==> src/rtl/mux6_pkg.sv <==
`default_nettype none
// ============================================================================
//  Module   : mux6_pkg
//  Purpose  : Shared constants, FSM state type and index helper for the
//             six-way round-robin output scheduler.
//  Revision : 1.0
// ============================================================================
package mux6_pkg;

    localparam int NREQ  = 6;
    localparam int SEL_W = 3;
    localparam int DW    = 4;

    localparam logic [SEL_W-1:0] LAST_IDX = SEL_W'(NREQ - 1);

    typedef enum logic [0:0] {
        IDLE  = 1'b0,
        GRANT = 1'b1
    } sched_state_t;

    // (sel + 1) mod 6 without a divider; indices 6/7 never occur
    function automatic logic [SEL_W-1:0] wrap_inc(input logic [SEL_W-1:0] sel);
        return (sel >= LAST_IDX) ? '0 : sel + 1'b1;
    endfunction

endpackage
`default_nettype wire

==> src/rtl/rr_pick6.sv <==
`default_nettype none
// ============================================================================
//  Module   : rr_pick6
//  Purpose  : Combinational rotating-priority picker; returns the first set
//             request scanning ptr, ptr+1, ... mod 6.
//  Revision : 1.0
// ============================================================================
module rr_pick6
    import mux6_pkg::*;
(
    input  logic [NREQ-1:0]  req,
    input  logic [SEL_W-1:0] ptr,
    output logic [SEL_W-1:0] idx,
    output logic             any
);

    logic [SEL_W-1:0] cand;

    always_comb begin
        idx  = '0;
        any  = 1'b0;
        cand = ptr;
        for (int k = 0; k < NREQ; k++) begin
            if (!any && req[cand]) begin
                idx = cand;
                any = 1'b1;
            end
            cand = wrap_inc(cand);
        end
    end

endmodule
`default_nettype wire

==> src/rtl/mux6_rr_sched.sv <==
`default_nettype none
// ============================================================================
//  Module   : mux6_rr_sched
//  Purpose  : Round-robin burst scheduler sharing one registered 4-bit output
//             channel among six valid/ready requesters.
//  Revision : 1.0
// ============================================================================
module mux6_rr_sched
    import mux6_pkg::*;
#(
    parameter int MAX_BURST = 4
) (
    input  logic             clk,
    input  logic             areset_n,
    input  logic [NREQ-1:0]  req_valid,
    input  logic [NREQ-1:0]  req_last,
    input  logic [DW-1:0]    data0,
    input  logic [DW-1:0]    data1,
    input  logic [DW-1:0]    data2,
    input  logic [DW-1:0]    data3,
    input  logic [DW-1:0]    data4,
    input  logic [DW-1:0]    data5,
    output logic [NREQ-1:0]  req_ready,
    output logic [SEL_W-1:0] sel,
    output logic             out_valid,
    output logic [DW-1:0]    out_data,
    input  logic             out_ready,
    output logic             busy
);

    localparam logic [3:0] BURST_LIMIT = 4'(MAX_BURST);

    sched_state_t     state_q, state_d;
    logic [SEL_W-1:0] sel_q, sel_d;
    logic [SEL_W-1:0] rr_ptr_q, rr_ptr_d;
    logic [3:0]       beat_cnt_q, beat_cnt_d;
    logic             out_valid_q, out_valid_d;
    logic [DW-1:0]    out_data_q, out_data_d;

    logic [SEL_W-1:0] pick_idx;
    logic             pick_any;
    logic [DW-1:0]    sel_data;
    logic [3:0]       beat_inc;
    logic             granted;
    logic             can_accept;
    logic             valid_sel;
    logic             last_sel;
    logic             xfer;
    logic             rel_grant;

    rr_pick6 u_pick (
        .req (req_valid),
        .ptr (rr_ptr_q),
        .idx (pick_idx),
        .any (pick_any)
    );

    always_comb begin
        sel_data = '0;
        case (sel_q)
            3'd0:    sel_data = data0;
            3'd1:    sel_data = data1;
            3'd2:    sel_data = data2;
            3'd3:    sel_data = data3;
            3'd4:    sel_data = data4;
            3'd5:    sel_data = data5;
            default: sel_data = '0;
        endcase
    end

    assign granted    = (state_q == GRANT);
    assign can_accept = !out_valid_q || out_ready;
    assign valid_sel  = req_valid[sel_q];
    assign last_sel   = req_last[sel_q];
    assign xfer       = granted && valid_sel && can_accept;
    assign beat_inc   = beat_cnt_q + 4'd1;

    // A stalled beat (valid, not ready) holds the grant; only an empty cycle
    // or a completed terminal beat gives it up.
    assign rel_grant  = granted && (xfer ? (last_sel || (beat_inc == BURST_LIMIT))
                                         : !valid_sel);

    always_comb begin
        req_ready = '0;
        if (granted && can_accept) begin
            req_ready[sel_q] = 1'b1;
        end
    end

    always_comb begin
        state_d     = state_q;
        sel_d       = sel_q;
        rr_ptr_d    = rr_ptr_q;
        beat_cnt_d  = beat_cnt_q;
        out_valid_d = out_valid_q;
        out_data_d  = out_data_q;

        if (out_valid_q && out_ready) begin
            out_valid_d = 1'b0;
            out_data_d  = '0;
        end

        case (state_q)
            IDLE: begin
                if (pick_any) begin
                    sel_d      = pick_idx;
                    beat_cnt_d = '0;
                    state_d    = GRANT;
                end
            end
            GRANT: begin
                if (xfer) begin
                    out_valid_d = 1'b1;
                    out_data_d  = sel_data;
                    beat_cnt_d  = beat_inc;
                end
                if (rel_grant) begin
                    state_d  = IDLE;
                    rr_ptr_d = wrap_inc(sel_q);
                end
            end
            default: state_d = IDLE;
        endcase
    end

    always_ff @(posedge clk or negedge areset_n) begin
        if (!areset_n) begin
            state_q     <= IDLE;
            sel_q       <= '0;
            rr_ptr_q    <= '0;
            beat_cnt_q  <= '0;
            out_valid_q <= 1'b0;
            out_data_q  <= '0;
        end else begin
            state_q     <= state_d;
            sel_q       <= sel_d;
            rr_ptr_q    <= rr_ptr_d;
            beat_cnt_q  <= beat_cnt_d;
            out_valid_q <= out_valid_d;
            out_data_q  <= out_data_d;
        end
    end

    assign sel       = sel_q;
    assign busy      = granted;
    assign out_valid = out_valid_q;
    assign out_data  = out_data_q;

endmodule
`default_nettype wire

==> config.mk <==
export PLATFORM = sky130hd
export DESIGN_NAME = mux6_rr_sched
export DESIGN_NICKNAME = d
export VERILOG_FILES = /design/src/rtl/mux6_pkg.sv /design/src/rtl/rr_pick6.sv /design/src/rtl/mux6_rr_sched.sv
export SDC_FILE = /design/constraint.sdc
export NUM_CORES = 1
export LEC_CHECK = 0
export ABC_CLOCK_PERIOD_IN_PS = 5100
export BUFFER_PORTS_ARGS = -buffer_cell sky130_fd_sc_hd__buf_2
export CAP_MARGIN = 20
export CORE_MARGIN = 2
export CORE_UTILIZATION = 50
export DETAILED_ROUTE_END_ITERATION = 12
export GPL_ROUTABILITY_DRIVEN = 0
export PLACE_DENSITY_LB_ADDON = 0.08
export SLEW_MARGIN = 20
export SYNTH_ARGS = -nofsm -noshare
export SYNTH_HDL_FRONTEND = slang
export SYNTH_SLANG_ARGS = --single-unit
==> constraint.sdc <==
create_clock -name clk -period 5.1 [get_ports clk]
set_clock_uncertainty 0.2 [all_clocks]
set_input_delay 0.51 -clock clk [delete_from_list [all_inputs] [get_ports clk]]
set_output_delay 0.51 -clock clk [all_outputs]
set_load 0.01 [all_outputs]
==> results of run 1 <==
-- worst paths after layout --
path                          endpoint  cells after the start
setup reg to reg                sel[0]                     16
hold reg to reg            out_data[2]                      2
min in group asynchronous       sel[0]                      2
hold / removal             out_data[2]                      2
max in group asynchronous  rr_ptr_q[1]                      2
setup / recovery                sel[0]                     16
-- worst register-to-register path: cells and delay by family, from the launching register on --
kind,cells,cell delay [ps]
AO/OA/AOI/OAI,8,1710
adder cells (fa/ha/maj),4,1340
flip-flops,1,400
AND/OR/NAND/NOR,4,1090
-- sequential cells by signal (all words and copies together) (netlist names) --
signal,count
busy,1
out_valid,1
out_data,4
beat_cnt_q,4
sel,3
rr_ptr_q,3
-- per-layer routing --
metal	routed length (um)	vias to the layer above	GRT usage
li1	-	1282	-
met1	3212	1230	0.3837
met2	3208	86	0.4261
met3	398	10	0.04028
met4	78	0	0.05870
met5	0	-	0
-- cell usage after synthesis, types with 3 or more instances --
library cell	instances	area share
nor2b_1	4	0.011
a31oi_1	7	0.019
nor2_1	20	0.032
nand2b_1	5	0.013
dfrtp_1	16	0.17
nand2_1	34	0.055
o22ai_1	5	0.013
a211oi_1	3	0.0097
nor4_1	5	0.013
clkbuf_1	8	0.013
ha_1	17	0.091
o21ai_0	28	0.060
o221a_2	3	0.015
a21boi_0	4	0.013
or4_1	3	0.0097
mux2_2	5	0.024
xor2_1	3	0.011
nand3_1	15	0.032
o21a_1	6	0.019
o211ai_1	6	0.019
mux2i_1	9	0.039
or3_1	3	0.0081
o31ai_1	5	0.016
nor3_1	7	0.015
inv_1	20	0.032
a22oi_1	5	0.016
a21oi_1	7	0.015
a211o_1	4	0.015
a32oi_1	3	0.011
-- per-stage QoR --
step,cells,cell area (sq um),util
floorplan,308,2341,-
global placement,411,2695,0.6105
detailed placement,411,2695,0.6105
CTS,416,2760,0.6253
global route,416,2801,0.6346
finish,416,2801,0.6346
-- final cells by class --
| cell class | instances | area share |
|---|---|---|
| sequential | 16 | 0.1429 |
| clock buffer | 4 | 0.01965 |
| timing repair buffer | 64 | 0.1251 |
| multi-input combinational | 257 | 0.6579 |
| inverter | 23 | 0.03126 |
| tap | 52 | 0.02322 |
-- cells by family (layout without fill, tap and decap cells) --
logic type	after synthesis	after routing	share of synthesized area
DFF	16	16	0.1722
muxes	14	14	0.06297
AOI/OAI and AO/OA	111	111	0.3514
and+or+nand+nor	112	112	0.2513
xor gates and xnor gates	3	3	0.01130
adders and majority gates	17	17	0.09149
buffers and inverters	35	91	0.05920
-- what timing repair did --
item                                    CTS  global route
hold endpoints to repair                 16             0
hold buffers                              1             0
setup buffers                             0             0
endpoints found under the setup margin    0             8
gates resized for setup                   0            10
==> results by group, run 1 <==
GRT
  – Grt ovf: 0
  – Pin count of the biggest net entering global routing: 20
  – GR Util All Layers: 0.2679
  – First-pass GRT wire length: 11.41 mm
  – Initial antenna violation count: 0
  – Vias in the first global route: around 2500

Route
  – Wire per inst: 16.58 um
  – DR vias/cell: about 6.3
  – Drt initial violations: approximately 190
  – Detailed Routing Iterations Pass 1: 6
  – Antenna-violating nets left: 0
  – Via count: between 2000 and 3000
  – Residual DRC count: 0
  – Final WL: 6.898 mm

Setup path
  – Top delay family on crit path: compound AO/OA/AOI/OAI gates
  – Critical Path End Type: flop
  – Worst path buffer plus inverter count: 0
  – CP peak stage delay: around 550 ps
  – Worst EP required: between 5000 and 6000 ps
  – Critical Path Start: rr_ptr_q[0]
  – R2r startpoint: rr_ptr_q[0]
  – Arrival @ worst endpoint: between 4000 and 5000 ps
  – Crit path kind: flop to flop
  – Flop-to-flop setup slack: roughly 240 ps
  – Crit-path max FO: 6
  – Startpoint Class: flop
  – Critical path's slowest cell: or4b_1
  – Crit path cell chain: ha_1 -> o31ai_4 -> nand2_2 -> ha_2 -> nand2_1 -> ha_1 -> o21a_1 -> a221o_1 -> or2_2 -> a21oi_2 -> ha_1 -> or4b_1 -> a21oi_2 -> a21oi_2 -> o21a_1 -> o32a_1

Cells and area
  – Layout area overhead: 20.51%
  – Fillcell total: 416
  – Most frequent cells in the layout: buf_2, nand2_1, o21ai_0
  – Share of cells above drive strength 1: 0.2802
  – N_diodes: 0
  – Final Net Count: around 420
  – Register area: ~400 sq um
  – Footprint of the multi-input gates: 1843 sq um
  – Leading cell type in the layout, fill and taps excluded: buf_2

Logic synthesis
  – Syn Inst Count: approximately 310
  – Async set or reset register ratio after synthesis: 1.000
  – Count of cell types in the netlist: 65
  – Register bit total from synthesis: 16
  – Mapped Area: around 2300 sq um
  – Top_reg_cell synth: dfrtp_1
  – Number of flops mapped to enable cells by yosys: 0
  – Mean Syn Cell Area: between 7 and 8 sq um
  – Syn. warnings: 0
  – Sequential area share after synthesis: 0.1722
  – Mapped Nets: between 300 and 400

Timing
  – Min Hold Slack: about 300 ps
  – Hold Vio Cnt, Final: 0
  – Slew @ Worst Pin: 569.6 ps
  – Slew headroom: 0.6192
  – Slew Limit Fails: 0
  – Total negative slack: 0 ps
  – Period minus WS final: between 4000 and 5000 ps
  – Final setup fails: 0
  – Achievable Freq: between 200 and 250 MHz
  – Final worst-path cycle share: 0.9529
  – PnR worst setup slack: about 240 ps

Floorplan
  – Rows: 24
  – Top Ports: 54
  – Initial Utilization: 0.5266
  – CORE AREA: about 4400 sq um
  – Die ar.: 5211 sq um
  – Die width: just over 70 um
  – Die Y: about 72 um

Hold path
  – Hold_sp: out_data[2]
  – Hold Crit Class: flop to flop

Placement
  – HPWL after detailed placement: ~5.3 mm
  – Port buffer count: 53
  – Place WS: between 100 and 150 ps

Clock network
  – Sink Count: 16
  – Clock Latency Late Sink: between 200 and 300 ps
  – Clock H-tree levels: 1
  – CTS tree: yes
  – Clock-pin slew on the worst setup and hold paths: approximately 70 ps
  – Total CTS buffers: 3
  – CTS max path bufs: 2
  – Clk root buf: clkbuf_8

Job
  – Max cap viols: 0

Outcome
  – Status: finished, final reports clean
Power of run 1 is not shown: default switching activity piles up to over one toggle a cycle in this logic, so the estimate is an artifact.
==> inputs of run 2 (changes only) <==
--- a/config.mk
+++ b/config.mk
@@ -8,11 +8,13 @@
 export ABC_CLOCK_PERIOD_IN_PS = 5100
 export BUFFER_PORTS_ARGS = -buffer_cell sky130_fd_sc_hd__buf_2
 export CAP_MARGIN = 20
+export CORE_ASPECT_RATIO = 0.9
 export CORE_MARGIN = 2
 export CORE_UTILIZATION = 50
 export DETAILED_ROUTE_END_ITERATION = 12
 export GPL_ROUTABILITY_DRIVEN = 0
 export PLACE_DENSITY_LB_ADDON = 0.08
+export RECOVER_POWER = 50
 export SLEW_MARGIN = 20
 export SYNTH_ARGS = -nofsm -noshare
 export SYNTH_HDL_FRONTEND = slang
==> results by group, run 2 (synthesized netlist as in run 1, its figures left out) <==
GRT
  – GR Util All Layers: 0.2552 (was 0.2679)
  – Initial antenna violation count: 0 (unchanged)
  – Grt ovf: 0 (unchanged)
  – First-pass GRT wire length: 10.34 mm (was 11.41 mm)
  – Pin count of the biggest net entering global routing: 20 (unchanged)
  – Vias in the first global route: 2200 (was 2464)

Clock network
  – Total CTS buffers: 3 (unchanged)
  – Sink Count: 16 (unchanged)
  – Clock Latency Late Sink: 250 ps (about the same)
  – Clock-pin slew on the worst setup and hold paths: 70 ps (about the same)
  – Clock H-tree levels: 1 (unchanged)
  – Clk root buf: clkbuf_8 (unchanged)
  – CTS max path bufs: 2 (unchanged)
  – CTS tree: yes (unchanged)

Setup path
  – Worst path buffer plus inverter count: 1 (was 0)
  – R2r worst-path depth: 15 (was 16)
  – Critical path's slowest cell: or4b_1 (unchanged)
  – R2r startpoint: rr_ptr_q[0] (unchanged)
  – WP depth: 15 (was 16)
  – Crit path cell chain: inv_1 -> ha_1 -> or3b_4 -> a32o_1 -> ha_1 -> o21a_1 -> a221o_1 -> or2_2 -> a21oi_1 -> ha_1 -> or4b_1 -> a21oi_2 -> a21oi_2 -> o21a_1 -> o32a_1 (was ha_1 -> o31ai_4 -> nand2_2 -> ha_2 -> nand2_1 -> ha_1 -> o21a_1 -> a221o_1 -> or2_2 -> a21oi_2 -> ha_1 -> or4b_1 -> a21oi_2 -> a21oi_2 -> o21a_1 -> o32a_1)
  – Critical Path Start: rr_ptr_q[0] (unchanged)
  – Crit-path max FO: 8 (was 6)
  – Crit-path most repeated cell: ha_1
  – Critical Path End Type: flop (unchanged)
  – Arrival @ worst endpoint: 4770 ps (was 4800 ps)
  – Flop-to-flop setup slack: 270 ps (was 240 ps)
  – CP peak stage delay: 550 ps (about the same)
  – Top delay family on crit path: compound AO/OA/AOI/OAI gates (unchanged)
  – Setup crit end: sel[0] (unchanged)
  – Crit path kind: flop to flop (unchanged)
  – Startpoint Class: flop (unchanged)
  – Worst r2r dst: sel[0] (unchanged)
  – Worst EP required: 5040 ps (about the same)

Timing
  – Slew Limit Fails: 0 (unchanged)
  – Final worst-path cycle share: 0.9463 (was 0.9529)
  – Hold Vio Cnt, Final: 0 (unchanged)
  – Slew headroom: 0.3964 (was 0.6192)
  – Final setup fails: 0 (unchanged)
  – Achievable Freq: 207.2 MHz (was 205.8 MHz)
  – Period minus WS final: 4826 ps (was 4860 ps)
  – Total negative slack: 0 ps (unchanged)
  – Unrepaired setup endpoints after global routing: no
  – Slew @ Worst Pin: 905.4 ps (was 569.6 ps)

Route
  – Detailed Routing Iterations Pass 1: 4 (was 6)
  – Final WL: 6.859 mm (was 6.898 mm)
  – Antenna-violating nets left: 0 (unchanged)
  – Via count: 2597 (was 2608)
  – Residual DRC count: 0 (unchanged)
  – DR vias/cell: 6.068 (was 6.269)
  – Drt initial violations: 184 (was 193)
  – Wire per inst: 16.03 um (was 16.58 um)

Floorplan
  – Rows: 23 (was 24)
  – Die ar.: 5212 sq um (was 5211 sq um)
  – CORE AREA: 4461 sq um (was 4414 sq um)
  – Initial Utilization: 0.5212 (was 0.5266)
  – Die width: 75.88 um (was 72.19 um)
  – Top Ports: 54 (unchanged)
  – Die Y: 68.69 um (was 72.19 um)

Cells and area
  – N_diodes: 0 (unchanged)
  – Layout area overhead: 21.37% (was 20.51%)
  – Final Net Count: 423 (was 421)
  – Most frequent cells in the layout: buf_2, nand2_1, o21ai_0 (unchanged)
  – Share of cells above drive strength 1: 0.2623 (was 0.2802)
  – Leading cell type in the layout, fill and taps excluded: buf_2 (unchanged)

Placement
  – HPWL after detailed placement: 5.249 mm (was 5.301 mm)
  – Port buffer count: 53 (unchanged)

Outcome
  – Status: finished, final reports clean (unchanged)

Job
  – Max cap viols: 0 (unchanged)

Hold path
  – Hold Path Stages: 2 (unchanged)
  – Hold Crit Class: flop to flop (unchanged)
[run 2: worst min-delay path by stage]
stage	from	end	slack (ps)
finish	out_data[1]	out_data[1]	310
global route	out_data[0]	out_data[0]	350
CTS	out_data[1]	out_data[1]	310
detailed placement	areset_n	sel[1]	250
global placement	areset_n	sel[1]	240
floorplan	areset_n	beat_cnt_q[0]	10
[run 2: what timing repair did]
action,in CTS,in global routing
endpoints found under the hold margin,16,0
hold buffers,1,0
buffers inserted,0,1
setup endpoints to repair,0,8
resized for setup,0,9
[run 2: through the flow]
stage	hold slack, ps	std cells	setup slack (ps)	util	cell area [sq um]
finish	314.5	428	273.9	0.6325	2821
floorplan	14.41	308	44.24	-	2341
CTS	313.7	427	137.1	0.6233	2780
global route	352.1	428	18.56	0.6325	2821
detailed placement	245.3	422	187.2	0.6087	2715
global placement	242.0	422	262.9	0.6087	2715
[run 2: layout make-up]
cell class                      count  area [sq um]
Multi-Input combinational cell    257          1846
Fill cell                         413          1639
Sequential cell                    16         400.4
Timing Repair Buffer               66         355.3
Inverter                           23         87.58
Tap cell                           62         77.57
Clock buffer                        4         55.05
[run 2: layer usage]
layer | GRT usage | vias to the layer above | part of all wire
li1 | - | 1287 | -
met1 | 0.3857 | 1226 | 0.49
met2 | 0.3998 | 78 | 0.45
met3 | 0.03052 | 6 | 0.048
met4 | 0.02632 | 0 | 0.0048
met5 | 0 | - | 0
[run 2: worst register-to-register path, cell delays in order (launching register included)]
cell and delay [ps]:
dfrtp_1 400, inv_1 80, ha_1 310, or3b_4 440
a32o_1 340, ha_1 360, o21a_1 130, a221o_1 350
or2_2 290, a21oi_1 210, ha_1 310, or4b_1 550
a21oi_2 210, a21oi_2 90, o21a_1 170, o32a_1 270
Power of run 2 is left out for the same reason.
==> inputs of run 3 (changes only) <==
--- a/config.mk
+++ b/config.mk
@@ -6,13 +6,14 @@
 export NUM_CORES = 1
 export LEC_CHECK = 0
 export ABC_CLOCK_PERIOD_IN_PS = 5100
-export BUFFER_PORTS_ARGS = -buffer_cell sky130_fd_sc_hd__buf_2
 export CAP_MARGIN = 20
 export CORE_ASPECT_RATIO = 0.9
 export CORE_MARGIN = 2
 export CORE_UTILIZATION = 50
 export DETAILED_ROUTE_END_ITERATION = 12
+export DONT_BUFFER_PORTS = 1
 export GPL_ROUTABILITY_DRIVEN = 0
+export MAX_ROUTING_LAYER = met4
 export PLACE_DENSITY_LB_ADDON = 0.08
 export RECOVER_POWER = 50
 export SLEW_MARGIN = 20
==> results by group, run 3 (synthesized netlist as in run 1, its figures left out) <==
Clock network
  – CTS max path bufs: 2 (unchanged)
  – CTS tree: yes (unchanged)
  – Clock-pin slew on the worst setup and hold paths: 60 ps (was 70 ps)
  – Clock Latency Late Sink: 250 ps (about the same)
  – Sink Count: 16 (unchanged)
  – Clk root buf: clkbuf_8 (unchanged)
  – Total CTS buffers: 3 (unchanged)
  – Clock H-tree levels: 1 (unchanged)

Floorplan
  – Die width: 75.88 um (unchanged)
  – Top Ports: 54 (unchanged)
  – Die ar.: 5212 sq um (unchanged)
  – Rows: 23 (unchanged)
  – Initial Utilization: 0.5212 (unchanged)
  – CORE AREA: 4461 sq um (unchanged)
  – Die Y: 68.69 um (unchanged)

Timing
  – Min Hold Slack: 353.1 ps (was 314.5 ps)
  – Unrepaired setup endpoints after global routing: no (unchanged)
  – Final worst-path cycle share: 0.9544 (was 0.9463)
  – Achievable Freq: 205.5 MHz (was 207.2 MHz)
  – Slew @ Worst Pin: 732.8 ps (was 905.4 ps)
  – Total negative slack: 0 ps (unchanged)
  – Period minus WS final: 4867 ps (was 4826 ps)
  – Slew headroom: 0.5099 (was 0.3964)
  – Slew Limit Fails: 0 (unchanged)
  – Final setup fails: 0 (unchanged)
  – Hold Vio Cnt, Final: 0 (unchanged)

Cells and area
  – Most frequent cells in the layout: nand2_1, o21ai_0, inv_1 (was buf_2, nand2_1, o21ai_0)
  – Share of cells above drive strength 1: 0.1524 (was 0.2623)
  – Final Net Count: 372 (was 423)
  – Layout area overhead: 9.365% (was 21.37%)
  – Layout Cells excl Fill: 377 (was 428)
  – Leading cell type in the layout, fill and taps excluded: nand2_1 (was buf_2)
  – N_diodes: 0 (unchanged)

Route
  – DR vias/cell: 6.247 (was 6.068)
  – Antenna-violating nets left: 0 (unchanged)
  – Detailed Routing Iterations Pass 1: 4 (unchanged)
  – Via count: 2355 (was 2597)
  – Wire per inst: 17.48 um (was 16.03 um)
  – Final WL: 6.589 mm (was 6.859 mm)
  – Drt initial violations: 178 (was 184)
  – Residual DRC count: 0 (unchanged)

GRT
  – Vias in the first global route: 2115 (was 2200)
  – Grt ovf: 0 (unchanged)
  – Initial antenna violation count: 0 (unchanged)
  – Pin count of the biggest net entering global routing: 20 (unchanged)
  – First-pass GRT wire length: 10.25 mm (was 10.34 mm)
  – GR Util All Layers: 0.2619 (was 0.2552)

Outcome
  – Status: finished, final reports clean (unchanged)

Setup path
  – Critical Path End Type: flop (unchanged)
  – Arrival @ worst endpoint: 4800 ps (was 4770 ps)
  – Crit-path max FO: 7 (was 8)
  – CP peak stage delay: 550 ps (about the same)
  – R2r worst-path depth: 17 (was 15)
  – R2r startpoint: rr_ptr_q[0] (unchanged)
  – Critical Path Start: rr_ptr_q[0] (unchanged)
  – Worst EP required: 5040 ps (about the same)
  – Crit path cell chain: ha_1 -> o31ai_2 -> nand2_1 -> ha_2 -> or2_1 -> a211o_1 -> o21ai_4 -> clkinv_2 -> ha_2 -> inv_1 -> a21oi_1 -> ha_1 -> or4b_1 -> a21oi_2 -> a21oi_2 -> o21a_1 -> o32a_1 (was inv_1 -> ha_1 -> or3b_4 -> a32o_1 -> ha_1 -> o21a_1 -> a221o_1 -> or2_2 -> a21oi_1 -> ha_1 -> or4b_1 -> a21oi_2 -> a21oi_2 -> o21a_1 -> o32a_1)
  – Startpoint Class: flop (unchanged)
  – Critical path's slowest cell: or4b_1 (unchanged)
  – WP depth: 17 (was 15)
  – Worst path buffer plus inverter count: 2 (was 1)
  – Top delay family on crit path: compound AO/OA/AOI/OAI gates (unchanged)
  – Crit path kind: flop to flop (unchanged)

Job
  – Max cap viols: 0 (unchanged)

Placement
  – Port buffer count: 0 (was 53)
  – Dpl cells: 371 (was 422)
  – HPWL after detailed placement: 5.179 mm (was 5.249 mm)

Hold path
  – Hold_sp: out_ready (was out_data[1])
  – Hold Path Stages: 2 (unchanged)
  – Hold Crit Class: primary input to flop (was flop to flop)
run 3: what timing repair did:
item | CTS | global route
gates resized for setup | 0 | 3
setup buffers | 0 | 1
hold buffers | 1 | 0
endpoints found under the hold margin | 16 | 0
setup endpoints to repair | 0 | 8
run 3: routing by layer:
metal / wire length (um) / share of wire / GRT usage / vias to the layer above
li1: - / - / - / 1185
met1: 3229 / 0.49 / 0.3846 / 1104
met2: 2884 / 0.44 / 0.3847 / 62
met3: 432 / 0.066 / 0.04360 / 4
met4: 43 / 0.0065 / 0.03728 / 0
met5: 0 / 0 / - / -
run 3: worst reg2reg max path: cells and delay by family (launching register included):
family | cells | cell delay (ps)
buffers and inverters | 2 | 190
adders and majority gates | 4 | 1310
and+or+nand+nor | 3 | 940
DFF | 1 | 410
AOI/OAI and AO/OA | 8 | 1710
run 3: through the flow:
stage | setup slack [ps] | utilization | area, sq um
6_report | 232.8 | 0.5700 | 2542
3_5_place_dp | 187.6 | 0.5526 | 2465
3_3_place_gp | 294.4 | 0.5526 | 2465
4_1_cts | 174.7 | 0.5672 | 2530
5_1_grt | 2.002 | 0.5700 | 2542
2_1_floorplan | 44.24 | - | 2341
run 3: layout make-up:
| cell class | instances | area [sq um] |
|---|---|---|
| repair buffers | 15 | 115.1 |
| inverters | 23 | 87.58 |
| multi-input cells | 257 | 1807 |
| flip-flops and latches | 16 | 400.4 |
| well taps | 62 | 77.57 |
| clock buffers | 4 | 55.05 |
| fillers | 444 | 1918 |
run 3: path summary, 6_finish.rpt:
kind                               endpoint  slack, ps
worst min-delay path              out_valid        350
max in group asynchronous         out_valid       3680
worst max register to register       sel[0]        230
worst max-delay path                 sel[0]        230
min in group asynchronous            sel[1]        560
worst min register to register  out_data[1]        390
Power of run 3 is left out for the same reason.
